<file path="config.mk">
export PLATFORM = sky130hd
export DESIGN_NAME = wb_cmd_sequencer_flat
export DESIGN_NICKNAME = d
export VERILOG_FILES = /design/src/rtl/wb_cmd_sequencer_if.sv /design/src/rtl/wb_cmd_sequencer.sv /design/src/flat_wrapper.sv
export SDC_FILE = /design/constraint.sdc
export NUM_CORES = 1
export LEC_CHECK = 0
export BUFFER_PORTS_ARGS = -buffer_cell sky130_fd_sc_hd__buf_2
export CAP_MARGIN = 20
export CORE_MARGIN = 2
export CORE_UTILIZATION = 55
export CTS_BUF_LIST = sky130_fd_sc_hd__clkbuf_4 sky130_fd_sc_hd__clkbuf_8
export DETAILED_ROUTE_END_ITERATION = 10
export HOLD_SLACK_MARGIN = 0.08
export MAX_ROUTING_LAYER = met4
export PLACE_DENSITY = 0.85
export SYNTH_ARGS = -nofsm -noshare
export SYNTH_HDL_FRONTEND = slang
export SYNTH_SLANG_ARGS = --single-unit
</file>
<file path="constraint.sdc">
create_clock -name clk -period 3.4 [get_ports clk]
set_clock_uncertainty 0.2 [all_clocks]
set_input_delay 0.17 -clock clk [delete_from_list [all_inputs] [get_ports clk]]
set_output_delay 0.17 -clock clk [all_outputs]
set_load 0.01 [all_outputs]
</file>
<file path="src/rtl/wb_cmd_sequencer_if.sv">
// Wishbone classic bus bundle between the command sequencer (master) and
// the on-chip interconnect (slave).
//   wb_cyc_o / wb_stb_o / wb_we_o : cycle, strobe, write enable (master out)
//   wb_adr_o / wb_dat_o / wb_sel_o: byte address, write data, byte selects
//   wb_dat_i / wb_ack_i / wb_err_i: read data, acknowledge, error (slave out)
interface wb_cmd_sequencer_if;
  logic        wb_cyc_o;
  logic        wb_stb_o;
  logic        wb_we_o;
  logic [31:0] wb_adr_o;
  logic [31:0] wb_dat_o;
  logic [3:0]  wb_sel_o;
  logic [31:0] wb_dat_i;
  logic        wb_ack_i;
  logic        wb_err_i;

  modport master (
    output wb_cyc_o, wb_stb_o, wb_we_o, wb_adr_o, wb_dat_o, wb_sel_o,
    input  wb_dat_i, wb_ack_i, wb_err_i
  );

  modport slave (
    input  wb_cyc_o, wb_stb_o, wb_we_o, wb_adr_o, wb_dat_o, wb_sel_o,
    output wb_dat_i, wb_ack_i, wb_err_i
  );
endinterface

</file>
<file path="src/rtl/wb_cmd_sequencer.sv">
// Executes 34-bit host command words as single Wishbone classic transfers,
// returns read data / error markers as ASCII bytes to the UART transmitter
// and generates the soft-reset pulse.
//
// Ports:
//   clk, rst_n      : clock, asynchronous active-low reset
//   cmd_i[33:0]     : [33:32] opcode (00 R, 01 W, 10 A, 11 S), [31:0] argument
//   cmd_valid_i     : single-cycle command strobe
//   cmd_drop_o      : pulse, a command arrived while busy and was discarded
//   busy_o          : high whenever not idle
//   wb              : Wishbone master modport
//   tx_data_o       : byte to transmitter, held until the next load
//   tx_start_o      : single-cycle load pulse
//   tx_busy_i       : transmitter busy
//   srst_o          : active-high soft-reset pulse
//
// state     | meaning
// ----------+-----------------------------------------------------------
// IDLE      | waiting for a command; A commands complete here
// BUS       | Wishbone cycle in flight, timeout counter running
// RESP_LOAD | waiting for transmitter idle, then load the next byte
// RESP_WAIT | byte loaded; skip one cycle, then wait for busy to fall
// SRST      | srst_o asserted for SRST_CYCLES cycles
module wb_cmd_sequencer #(
  parameter int unsigned ADDR_STEP   = 4,
  parameter int unsigned TIMEOUT     = 255,
  parameter int unsigned SRST_CYCLES = 16
) (
  input  logic                clk,
  input  logic                rst_n,
  input  logic [33:0]         cmd_i,
  input  logic                cmd_valid_i,
  output logic                cmd_drop_o,
  output logic                busy_o,
  wb_cmd_sequencer_if.master  wb,
  output logic [7:0]          tx_data_o,
  output logic                tx_start_o,
  input  logic                tx_busy_i,
  output logic                srst_o
);

  localparam int TW = (TIMEOUT < 1) ? 1 : $clog2(TIMEOUT + 1);
  localparam int SW = (SRST_CYCLES < 2) ? 1 : $clog2(SRST_CYCLES + 1);

  localparam logic [TW-1:0] TMO_MAX   = TW'(TIMEOUT);
  localparam logic [SW-1:0] SRST_LOAD = SW'(SRST_CYCLES - 1);
  localparam logic [31:0]   STEP      = 32'(ADDR_STEP);

  localparam logic [1:0] OP_R = 2'b00;
  localparam logic [1:0] OP_W = 2'b01;
  localparam logic [1:0] OP_A = 2'b10;

  localparam logic [2:0] S_IDLE      = 3'd0;
  localparam logic [2:0] S_BUS       = 3'd1;
  localparam logic [2:0] S_RESP_LOAD = 3'd2;
  localparam logic [2:0] S_RESP_WAIT = 3'd3;
  localparam logic [2:0] S_SRST      = 3'd4;

  logic [2:0]    state;
  logic [31:0]   addr;
  logic [TW-1:0] tmo_cnt;
  logic [SW-1:0] srst_cnt;
  logic [31:0]   rd_data;
  logic          resp_err;
  logic [3:0]    resp_idx;
  logic          first_wait;

  logic          cyc_q;
  logic          stb_q;
  logic          we_q;
  logic [31:0]   adr_q;
  logic [31:0]   dat_q;
  logic [3:0]    sel_q;
  logic [7:0]    tx_data_q;
  logic          tx_start_q;
  logic          srst_q;
  logic          drop_q;

  logic [3:0]    nib;
  logic [7:0]    resp_byte;
  logic          resp_last;
  logic          bus_done;

  // Response byte: either "!\n" or eight hex digits (MSB first) plus "\n".
  always_comb begin
    nib = 4'h0;
    case (resp_idx[2:0])
      3'd0:    nib = rd_data[31:28];
      3'd1:    nib = rd_data[27:24];
      3'd2:    nib = rd_data[23:20];
      3'd3:    nib = rd_data[19:16];
      3'd4:    nib = rd_data[15:12];
      3'd5:    nib = rd_data[11:8];
      3'd6:    nib = rd_data[7:4];
      default: nib = rd_data[3:0];
    endcase

    resp_byte = 8'h0A;
    if (resp_err) begin
      resp_byte = (resp_idx == 4'd0) ? 8'h21 : 8'h0A;
    end else if (!resp_idx[3]) begin
      resp_byte = (nib < 4'd10) ? {4'h3, nib} : (8'h57 + {4'h0, nib});
    end

    resp_last = resp_err ? (resp_idx == 4'd1) : (resp_idx == 4'd8);
  end

  // ack/err win over a timeout that expires on the same edge.
  assign bus_done = wb.wb_ack_i || wb.wb_err_i || (tmo_cnt == TMO_MAX);

  always_ff @(posedge clk or negedge rst_n) begin
    if (!rst_n) begin
      state      <= S_IDLE;
      addr       <= '0;
      tmo_cnt    <= '0;
      srst_cnt   <= '0;
      rd_data    <= '0;
      resp_err   <= 1'b0;
      resp_idx   <= '0;
      first_wait <= 1'b0;
      cyc_q      <= 1'b0;
      stb_q      <= 1'b0;
      we_q       <= 1'b0;
      adr_q      <= '0;
      dat_q      <= '0;
      sel_q      <= '0;
      tx_data_q  <= '0;
      tx_start_q <= 1'b0;
      srst_q     <= 1'b0;
      drop_q     <= 1'b0;
    end else begin
      tx_start_q <= 1'b0;
      drop_q     <= cmd_valid_i && (state != S_IDLE);

      case (state)
        S_IDLE: begin
          if (cmd_valid_i) begin
            case (cmd_i[33:32])
              OP_A: addr <= cmd_i[31:0];
              OP_R, OP_W: begin
                state   <= S_BUS;
                cyc_q   <= 1'b1;
                stb_q   <= 1'b1;
                we_q    <= (cmd_i[33:32] == OP_W);
                adr_q   <= addr;
                dat_q   <= cmd_i[31:0];
                sel_q   <= 4'hF;
                tmo_cnt <= '0;
              end
              default: begin
                state    <= S_SRST;
                srst_q   <= 1'b1;
                srst_cnt <= SRST_LOAD;
                addr     <= '0;
              end
            endcase
          end
        end

        S_BUS: begin
          if (bus_done) begin
            cyc_q <= 1'b0;
            stb_q <= 1'b0;
            we_q  <= 1'b0;
            sel_q <= 4'h0;
            if (wb.wb_err_i || !wb.wb_ack_i) begin
              resp_err <= 1'b1;
              resp_idx <= '0;
              state    <= S_RESP_LOAD;
            end else begin
              addr <= addr + STEP;
              if (we_q) begin
                state <= S_IDLE;
              end else begin
                rd_data  <= wb.wb_dat_i;
                resp_err <= 1'b0;
                resp_idx <= '0;
                state    <= S_RESP_LOAD;
              end
            end
          end else begin
            tmo_cnt <= tmo_cnt + TW'(1);
          end
        end

        S_RESP_LOAD: begin
          if (!tx_busy_i) begin
            tx_data_q  <= resp_byte;
            tx_start_q <= 1'b1;
            first_wait <= 1'b1;
            state      <= S_RESP_WAIT;
          end
        end

        // The transmitter raises busy one cycle after the start pulse, so
        // the first cycle here must not be mistaken for "already done".
        S_RESP_WAIT: begin
          if (first_wait) begin
            first_wait <= 1'b0;
          end else if (!tx_busy_i) begin
            if (resp_last) begin
              state <= S_IDLE;
            end else begin
              resp_idx <= resp_idx + 4'd1;
              state    <= S_RESP_LOAD;
            end
          end
        end

        S_SRST: begin
          if (srst_cnt == '0) begin
            srst_q <= 1'b0;
            state  <= S_IDLE;
          end else begin
            srst_cnt <= srst_cnt - SW'(1);
          end
        end

        default: state <= S_IDLE;
      endcase
    end
  end

  assign busy_o      = (state != S_IDLE);
  assign cmd_drop_o  = drop_q;
  assign wb.wb_cyc_o = cyc_q;
  assign wb.wb_stb_o = stb_q;
  assign wb.wb_we_o  = we_q;
  assign wb.wb_adr_o = adr_q;
  assign wb.wb_dat_o = dat_q;
  assign wb.wb_sel_o = sel_q;
  assign tx_data_o   = tx_data_q;
  assign tx_start_o  = tx_start_q;
  assign srst_o      = srst_q;

endmodule

</file>
<file path="src/flat_wrapper.sv">
// flat-port wrapper written by rule: the top's interface ports become plain ports
module wb_cmd_sequencer_flat 
#(
  parameter int unsigned ADDR_STEP   = 4,
  parameter int unsigned TIMEOUT     = 255,
  parameter int unsigned SRST_CYCLES = 16
)
  (clk, rst_n, cmd_i, cmd_valid_i, cmd_drop_o, busy_o, tx_data_o, tx_start_o, tx_busy_i, srst_o, wb_wb_cyc_o, wb_wb_stb_o, wb_wb_we_o, wb_wb_adr_o, wb_wb_dat_o, wb_wb_sel_o, wb_wb_dat_i, wb_wb_ack_i, wb_wb_err_i);
  wb_cmd_sequencer_if wb_i ();
  input  logic clk;
  input  logic rst_n;
  input  logic [33:0] cmd_i;
  input  logic cmd_valid_i;
  output logic cmd_drop_o;
  output logic busy_o;
  output logic [7:0] tx_data_o;
  output logic tx_start_o;
  input  logic tx_busy_i;
  output logic srst_o;
  output wire logic [$bits(wb_i.wb_cyc_o)-1:0] wb_wb_cyc_o;
  output wire logic [$bits(wb_i.wb_stb_o)-1:0] wb_wb_stb_o;
  output wire logic [$bits(wb_i.wb_we_o)-1:0] wb_wb_we_o;
  output wire logic [$bits(wb_i.wb_adr_o)-1:0] wb_wb_adr_o;
  output wire logic [$bits(wb_i.wb_dat_o)-1:0] wb_wb_dat_o;
  output wire logic [$bits(wb_i.wb_sel_o)-1:0] wb_wb_sel_o;
  input wire logic [$bits(wb_i.wb_dat_i)-1:0] wb_wb_dat_i;
  input wire logic [$bits(wb_i.wb_ack_i)-1:0] wb_wb_ack_i;
  input wire logic [$bits(wb_i.wb_err_i)-1:0] wb_wb_err_i;
  assign wb_wb_cyc_o = wb_i.wb_cyc_o;
  assign wb_wb_stb_o = wb_i.wb_stb_o;
  assign wb_wb_we_o = wb_i.wb_we_o;
  assign wb_wb_adr_o = wb_i.wb_adr_o;
  assign wb_wb_dat_o = wb_i.wb_dat_o;
  assign wb_wb_sel_o = wb_i.wb_sel_o;
  assign wb_i.wb_dat_i = wb_wb_dat_i;
  assign wb_i.wb_ack_i = wb_wb_ack_i;
  assign wb_i.wb_err_i = wb_wb_err_i;
  wb_cmd_sequencer #(.ADDR_STEP(ADDR_STEP), .TIMEOUT(TIMEOUT), .SRST_CYCLES(SRST_CYCLES)) u_core (.clk(clk), .rst_n(rst_n), .cmd_i(cmd_i), .cmd_valid_i(cmd_valid_i), .cmd_drop_o(cmd_drop_o), .busy_o(busy_o), .wb(wb_i), .tx_data_o(tx_data_o), .tx_start_o(tx_start_o), .tx_busy_i(tx_busy_i), .srst_o(srst_o));
endmodule
</file>
-- Word level (Yosys, flattened, before mapping)
Cells that the tools add are included.
- output and inout port bits: 83
- bits in registers: 167
- word-level logic and storage cells: 144
- order comparisons: 1
- mux-type cells: 58
- reduce and logical (&&, ||, !) cells: 29
- equality and inequality tests: 31
- $add $sub $neg: 5
- bitwise gates (word level): 3
- operators with widths (cell ; count):
    $pmux W32 S2 ; 2
    $mux W32 ; 3
    $mux W8 ; 6
    $mux W4 ; 9
    $add A32 B3 Y32 const B ; 1
    $pmux W4 S7 ; 1
    $ne A2 B2 Y1 const B ; 13
    $mux W3 ; 7
    $reduce_and A4 Y1 ; 5
    $pmux W4 S2 ; 2
    $pmux W8 S2 ; 1
    $mux W5 ; 3
    $pmux W3 S5 ; 1
    $mux W1 ; 14
    $eq A3 B2 Y1 const B ; 4
    $eq A3 B3 Y1 const B ; 4
    $pmux W5 S2 ; 1
    $add A7 B4 Y8 const A ; 1
    $add A8 B1 Y8 const B ; 1
    $eq A8 B8 Y1 const B ; 1
    $pmux W1 S2 ; 4
    $reduce_bool A2 Y1 ; 4
    $reduce_and A7 Y1 ; 1
    $eq A3 B1 Y1 const B ; 2
    other kinds (27) ; 36

-- Depth between registers and ports, before layout
Gate-level depths: netlist of run 1.
- depth after elaboration: 6
- gate-level depth with buffers: 12
- mapped depth without buffers: 10

-- Worst setup path after synthesis of run 1
No wires, ideal clock.
- path kind: reg2reg
- start: reg u_core.resp_idx[2]
- end: reg u_core.tx_data_q[1], in the netlist u_core.tx_data_o[1]
- arrival time: 2590 ps
- cell stages (with the launch flop): 12
- setup time: 65 ps
- path slack: 546 ps
- period minus slack after synthesis: 2854 ps
- cells stage by stage: dfrtp_1 > clkbuf_1 > inv_1 > ha_1 > or4_1 > buf_2 > nand2_1 > o22a_1 > inv_1 > ha_1 > a221oi_1 > a211o_1
- cells in the longest elaborated chain, start to end: 6
- elaborated cells between the ends (all ways): 15
- those cells by class: add/sub: 1; order compare: 1; eq/ne: 6; mux: 5; reduce/logical: 2
- ends and longest elaborated chain (what ; RTL line ; text):
    start, declared ; wb_cmd_sequencer.sv:65 ; logic [3:0] resp_idx;
    start signal, assigned ; wb_cmd_sequencer.sv:204 ; resp_idx <= resp_idx + 4'd1;
    $eq A3 B3 Y1, or another cell as far along ; wb_cmd_sequencer.sv:87 ; case (resp_idx[2:0])
    $pmux W4 S7 ; wb_cmd_sequencer.sv:87 ;
    $add A7 B4 Y8 / $lt A4 B4 Y1 (equally long branches) ; wb_cmd_sequencer.sv:102 ; resp_byte = (nib < 4'd10) ? {4'h3, nib} : (8'h57 + {4'h0, nib});
    $mux W8 ; wb_cmd_sequencer.sv:102 ;
    $mux W8 ; wb_cmd_sequencer.sv:101 ; end else if (!resp_idx[3]) begin
    $mux W8 * ; wb_cmd_sequencer.sv:99 ; if (resp_err) begin
    end signal, assigned ; wb_cmd_sequencer.sv:188 ; tx_data_q <= resp_byte;
    end, declared ; wb_cmd_sequencer.sv:74 ; logic [7:0] tx_data_q;
Every way passes the cells marked *; elsewhere a longest branch is shown, timed or not.
A chain may end at the register's enable or synchronous reset.

-- Worst setup path after layout of run 1
Ends and elaborated chain as after synthesis.

==> results of run 1 <==
## layer usage
metal / vias to the layer above / share of wire (%) / GRT usage, % / routed length (um)
met5: - / 0 / - / 0
met4: 0 / 3.1 / 13.6 / 701
met3: 76 / 9.1 / 7.02 / 2040
met2: 421 / 48 / 50.4 / 10900
met1: 3407 / 39 / 41.0 / 8860
li1: 3272 / - / - / -
## registers in the layout (all words and copies together), names as in the netlist, 3 cells and up
name                count
u_core.wb.wb_dat_o     32
u_core.wb.wb_adr_o     32
u_core.resp_idx         4
u_core.state            3
u_core.addr            32
u_core.tx_data_o        7
u_core.srst_cnt         5
u_core.rd_data         32
u_core.tmo_cnt          8
## cell families after synthesis
kind of cell	Yosys count	synth area share (%)
multiplexers	40	5.82
buffers and inverters	69	4.01
XOR/XNOR	8	0.910
other	1	0.0487
adder cells (fa/ha/maj)	10	1.62
flip-flops	162	52.6
AND/OR/NAND/NOR	378	21.8
AO/OA/AOI/OAI	165	13.1
## through the flow
step | std cells | area (um^2) | hold slack (ns) | utilization, % | setup slack (ns)
after floorplan | 833 | 7700 | -0.326 | - | 0.546
after global placement | 1126 | 8570 | 0.0757 | 62.2 | 0.481
after detailed placement | 1126 | 8570 | 0.0765 | 62.2 | 0.389
after CTS | 1231 | 9740 | 0.154 | 70.7 | 0.304
after global routing | 1233 | 9740 | 0.222 | 70.7 | 0.0624
final | 1233 | 9740 | 0.129 | 70.7 | 0.178
## worst max-delay path, stage by stage (launching register included)
cell      delay (ns)
dfrtp_1         0.58
inv_1           0.21
ha_1            0.31
or4_1           0.71
nand2_1         0.16
o22a_1          0.18
inv_1           0.09
ha_1            0.32
a221oi_1        0.27
a211o_1         0.13
## power by group through the flow
stage                     Combinational (uW)  Clock (uW)  Sequential, uW
after floorplan                         1610           0            3460
after global placement                  2470           0            3450
after detailed placement                2590           0            3480
after CTS                               2700        1530            3460
after global routing                    3100        1630            3620
final                                   2810        1540            3520
## area by class of cell
cell class                      count  area [um^2]  area share [%]
Antenna cell                        2         5.00          0.0514
Clock buffer                       23          310            3.19
Clock inverter                      9          126            1.30
Inverter                           17         63.8           0.655
Multi-Input combinational cell    602         3350            34.4
Sequential cell                   162         4050            41.6
Tap cell                          180          225            2.31
Timing Repair Buffer              238         1610            16.5
## worst min-delay path by stage
stage               startpoint  slack (ns)                             to
floorplan                rst_n       -0.33     u_core.addr[0]$_DFFE_PN0P_
global placement         rst_n        0.08  u_core.rd_data[5]$_DFFE_PN0P_
detailed placement       rst_n        0.08  u_core.rd_data[5]$_DFFE_PN0P_
CTS                      rst_n        0.15  u_core.rd_data[5]$_DFFE_PN0P_
global route             rst_n        0.22  u_core.rd_data[5]$_DFFE_PN0P_
finish                   rst_n        0.13  u_core.rd_data[5]$_DFFE_PN0P_
## synthesized netlist by cell type, types with 4 or more instances
cell | count | area share [%]
nor4_1 | 5 | 0.41
nand2b_1 | 5 | 0.41
buf_4 | 6 | 0.58
dfrtp_1 | 162 | 53
nor2_1 | 41 | 2.0
a221oi_1 | 8 | 0.91
clkbuf_1 | 34 | 1.7
a32oi_1 | 5 | 0.57
buf_1 | 5 | 0.24
a22oi_1 | 6 | 0.58
a31oi_1 | 6 | 0.49
nand4_1 | 8 | 0.65
o21ai_0 | 53 | 3.4
o21ai_1 | 5 | 0.32
nand2_1 | 245 | 12
a21oi_1 | 53 | 3.4
a211oi_1 | 4 | 0.39
ha_1 | 10 | 1.6
nor3_1 | 10 | 0.65
inv_1 | 16 | 0.78
xor2_1 | 7 | 0.80
and3_1 | 8 | 0.65
mux2_2 | 37 | 5.4
nand3_1 | 25 | 1.6
nand3b_1 | 7 | 0.68
buf_2 | 4 | 0.26
## repair_timing
action / 4_1_cts / 5_1_grt
gates resized for setup: 0 / 0
buffers inserted: 0 / 0
hold buffers: 73 / 0
endpoints found under the hold margin: 199 / 0
==> metrics.csv, run 1 <==
metric;value;unit
run status;completed;
Tightest Pin Transition;0.898;ns
sequential-to-total area share from yosys stat;52.6;%
vias in the first global route;7019;
clock sink count;162;
Filler Cell Count;991;
commonest non-fill, non-tap cell in the layout;nand2_1;
CP max FO;11;
GRT Total Usage;32.3;%
fin nets;1120;
Max Clk Rate;0.310;GHz
most frequent cells in the layout;nand2_1 (245), dfrtp_1 (162), buf_2 (152);
CTS Buf Count;17;
Clock power frac;19.5;%
Final Hold Fails;0;
synthesized cell area;7700;um^2
synthesized area per cell;9.24;um^2
Arr. time, crit path;3.43;ns
DR vias;7176;
RSZ-0062 raised after global routing;no;
PD cells;808;nW/um^2
combinational group share of total power;35.7;%
ys flop type;dfrtp_1;
global-route wire length before repair;36.1;mm
R2R depth;9;
Critical Path Sink;u_core.tx_data_o[1]$_DFFE_PN0P_;
worst r2r dst;u_core.tx_data_o[1]$_DFFE_PN0P_;
RR Startpoint;u_core.resp_idx[2]$_DFFE_PN0P_;
Post-DRT Antenna Nets;0;
cell count after synthesis;833;
R2R setup slack;0.18;ns
synth warn;0;
cell internal pwr;4770;uW
Yosys cell types;62;
syn nets;915;
CTS tree;done;
NetSw;3100;uW
pin count of the biggest net entering global routing;86;
Clock Tree Buf Depth;2;
clk_lat worst skew;0.47;ns
initial drt markers;958;
final setup fails;0;
Post-DP HPWL;13.5;mm
Period minus WS final;3.22;ns
Slew Limit Fails;0;
Worst Hold Class;primary input to async pin;
Layout Area Growth over Synthesis;26.5;%
boundary pin count;155;
power consumption;7870;uW
Slew headroom;40.1;%
Max-Cap Viols;0;
wire per inst;18.2;um
Post-synth EDFFs;0;
site row count;43;
Setup TNS;0;ns
ratio of cells with drive above 1 in the final layout;23.5;%
DRC Markers;0;
die area;15000;um^2
CTS H-tree lvls;4;
final worst-path cycle share;94.8;%
Crit. End Element;flop;
Crit. Startpoint;u_core.resp_idx[2]$_DFFE_PN0P_;
CP Class;flop to flop;
total global routing overflow;0;
leakage power;0.00482;uW
sw frac;39.3;%
port buffer count;153;
Yosys reg bits;162;
number of antenna violations at the first check in global routing;2;
routed vias/inst;5.82;
Flop pwr share;44.8;%
die span in y;122;um
Async S/R FF share, synth;100;%
VDD IR max;0.000514;V
Chip Width;122;um
CP Data Required Time;3.61;ns
DR pass1 iterations;7;
GPL Wtd Cong;0.937;
Core Region;13800;um^2
Critical Path Start Type;flop;
clock slew at reported path FFs;0.08;ns
drt total wl;22.5;mm
Initial Util;55.9;%
clk root buf;clkbuf_8;
(Power assumes the default switching activity.)
==> run 2: changes to the inputs <==
--- a/config.mk
+++ b/config.mk
@@ -5,6 +5,7 @@
 export SDC_FILE = /design/constraint.sdc
 export NUM_CORES = 1
 export LEC_CHECK = 0
+export ABC_AREA = 1
 export BUFFER_PORTS_ARGS = -buffer_cell sky130_fd_sc_hd__buf_2
 export CAP_MARGIN = 20
 export CORE_MARGIN = 2
@@ -13,7 +14,7 @@
 export DETAILED_ROUTE_END_ITERATION = 10
 export HOLD_SLACK_MARGIN = 0.08
 export MAX_ROUTING_LAYER = met4
-export PLACE_DENSITY = 0.85
+export PLACE_DENSITY = 0.84
 export SYNTH_ARGS = -nofsm -noshare
 export SYNTH_HDL_FRONTEND = slang
 export SYNTH_SLANG_ARGS = --single-unit
==> metrics.csv, run 2 <==
metric;value;unit
run status;completed;
post-CTS sizing;0;
Core Region;14600;um^2
Max Clk Rate;0.373;GHz
port buffer count;153;
post-synth top area share;48.9;%
routed vias/inst;5.44;
Tightest Pin Transition;0.875;ns
Arr. time, crit path;2.84;ns
most frequent cells in the layout;nand2_1 (330), dfrtp_1 (162), buf_2 (152);
cell count after synthesis;1048;
commonest non-fill, non-tap cell in the layout;nand2_1;
clock sink count;162;
final setup fails;0;
metal2 WL;10.9;mm
boundary pin count;155;
Post-Layout Cell Count;1454;
R2R setup slack;0.72;ns
Slew Limit Fails;0;
sequential-to-total area share from yosys stat;48.9;%
global-route wire length before repair;36.8;mm
clock slew at reported path FFs;0.08;ns
Period minus WS final;2.68;ns
Chip Width;127;um
Clock Tree Buf Depth;2;
Slew headroom;41.3;%
worst r2r dst;u_core.tx_data_o[2]$_DFFE_PN0P_;
wire per inst;15.9;um
Filler Cell Count;1103;
VDD IR max;0.000484;V
Yosys cell types;37;
ys flop type;dfrtp_1;
CP Data Required Time;3.56;ns
Post-synth EDFFs;0;
Max-Cap Viols;0;
drt total wl;23.1;mm
vias in the first global route;7423;
RSZ-0062 raised after global routing;no;
Yosys reg bits;162;
DR WL met3;1.81;mm
Post-DP HPWL;14.9;mm
max layer used;met4;
CTS Buf Count;17;
clk root buf;clkbuf_8;
pin count of the biggest net entering global routing;89;
DR vias;7913;
die span in y;127;um
PD cells;790;nW/um^2
CTS tree;done;
Worst Hold Class;primary input to async pin;
Layout Area Growth over Synthesis;22.9;%
GPL Wtd Cong;1.01;
leading post-synthesis cells by instance count;nand2_1 (330), dfrtp_1 (162), inv_1 (101), nor2_1 (101), o21ai_0 (79);
syn nets;1130;
Synth area leaders;dfrtp_1 (49%), nand2_1 (15%), o21ai_0 (4.8%);
CP Class;flop to flop;
die area;16100;um^2
synthesized cell area;8290;um^2
M1 wire length;9.88;mm
Placed Cells;1350;
initial drt markers;666;
ANT cells;0;
site row count;44;
synth warn;0;
multi-input logic area;3630;um^2
Async S/R FF share, synth;100;%
Critical Path Start Type;flop;
total global routing overflow;0;
most frequent cell after synthesis;nand2_1;
R2R depth;11;
CTS H-tree lvls;4;
RR Startpoint;u_core.resp_idx[2]$_DFFE_PN0P_;
synthesized area per cell;7.91;um^2
Post-DRT Antenna Nets;0;
leakage power;0.00524;uW
DRC Markers;0;
clk_lat worst skew;0.48;ns
CP max FO;15;
GRT Total Usage;30.1;%
final worst-path cycle share;78.8;%
DR pass1 iterations;5;
number of antenna violations at the first check in global routing;0;
fin nets;1340;
post-synth top area cell;dfrtp_1;
Setup TNS;0;ns
Crit. End Element;flop;
Initial Util;56.6;%
ratio of cells with drive above 1 in the final layout;17.9;%
register area;4050;um^2
Final Hold Fails;0;
==> run 2: logic make-up after synthesis <==
kind of cell               synth area share (%)
buffers and inverters                      7.48
DFF                                        48.9
AOI/OAI and AO/OA                          7.77
muxes                                      4.07
xor gates and xnor gates                   1.16
adders and majority gates                  1.51
and+or+nand+nor                            29.1
other                                    0.0452
==> run 2: how the worst max path moves through the flow <==
stage / startpoint / end / slack, ns / cells past startpoint
floorplan: u_core.resp_idx[0]$_DFFE_PN0P_ / u_core.tx_data_o[2]$_DFFE_PN0P_ / 1.16 / 11
global placement: u_core.resp_idx[2]$_DFFE_PN0P_ / u_core.tx_data_o[2]$_DFFE_PN0P_ / 0.90 / 11
detailed placement: u_core.resp_idx[2]$_DFFE_PN0P_ / u_core.tx_data_o[2]$_DFFE_PN0P_ / 0.79 / 11
CTS: u_core.resp_idx[2]$_DFFE_PN0P_ / u_core.tx_data_o[2]$_DFFE_PN0P_ / 0.76 / 11
global route: u_core.resp_idx[2]$_DFFE_PN0P_ / u_core.tx_data_o[2]$_DFFE_PN0P_ / 0.50 / 11
finish: u_core.resp_idx[2]$_DFFE_PN0P_ / u_core.tx_data_o[2]$_DFFE_PN0P_ / 0.72 / 11
==> run 2: metrics by stage <==
step | instance area (um^2) | util (%) | total power (uW) | hold slack [ns] | worst slack (ns)
after global placement | 9130 | 62.4 | 6500 | 0.0833 | 0.902
final | 10200 | 69.6 | 8050 | 0.133 | 0.721
after CTS | 10200 | 69.6 | 7970 | 0.140 | 0.764
after floorplan | 8290 | - | 5580 | -0.326 | 1.16
after detailed placement | 9130 | 62.4 | 6660 | 0.0783 | 0.793
after global routing | 10200 | 69.6 | 8640 | 0.213 | 0.499
==> run 2: what timing repair did <==
action                                 in CTS  in global routing
endpoints found under the hold margin     204                  0
buffers inserted                            0                  0
hold buffers                               73                  0
==> run 2: final cells by class <==
| type | instances | area share, % |
|---|---|---|
| clock inverter | 10 | 0.638 |
| tap | 184 | 2.26 |
| sequential | 162 | 39.8 |
| inverter | 108 | 3.98 |
| clock buffer | 21 | 2.59 |
| timing repair buffer | 231 | 15.1 |
| multi-input combinational | 738 | 35.6 |
==> run 2: power breakdown <==
| group | switching [uW] | internal, uW | leakage, uW |
|---|---|---|---|
| Clock | 707 | 526 | 0.000169 |
| Combinational | 2220 | 1270 | 0.00303 |
| Sequential | 604 | 2720 | 0.00204 |
==> run 2: routing by layer <==
layer / vias to the layer above / GRT usage (%)
li1: 3745 / -
met1: 3749 / 39.7
met2: 371 / 46.9
met3: 48 / 5.74
met4: 0 / 11.0
met5: - / -
==> run 2: critical path, stage by stage, from the launching register on <==
cell     delay [ns]
dfrtp_1        0.66
inv_2          0.18
ha_1           0.30
nor2_2         0.14
nand2_1        0.14
or2_2          0.31
nand2_2        0.11
ha_1           0.20
xor2_1         0.16
nand2_1        0.06
nand2_1        0.06
nand2_1        0.04
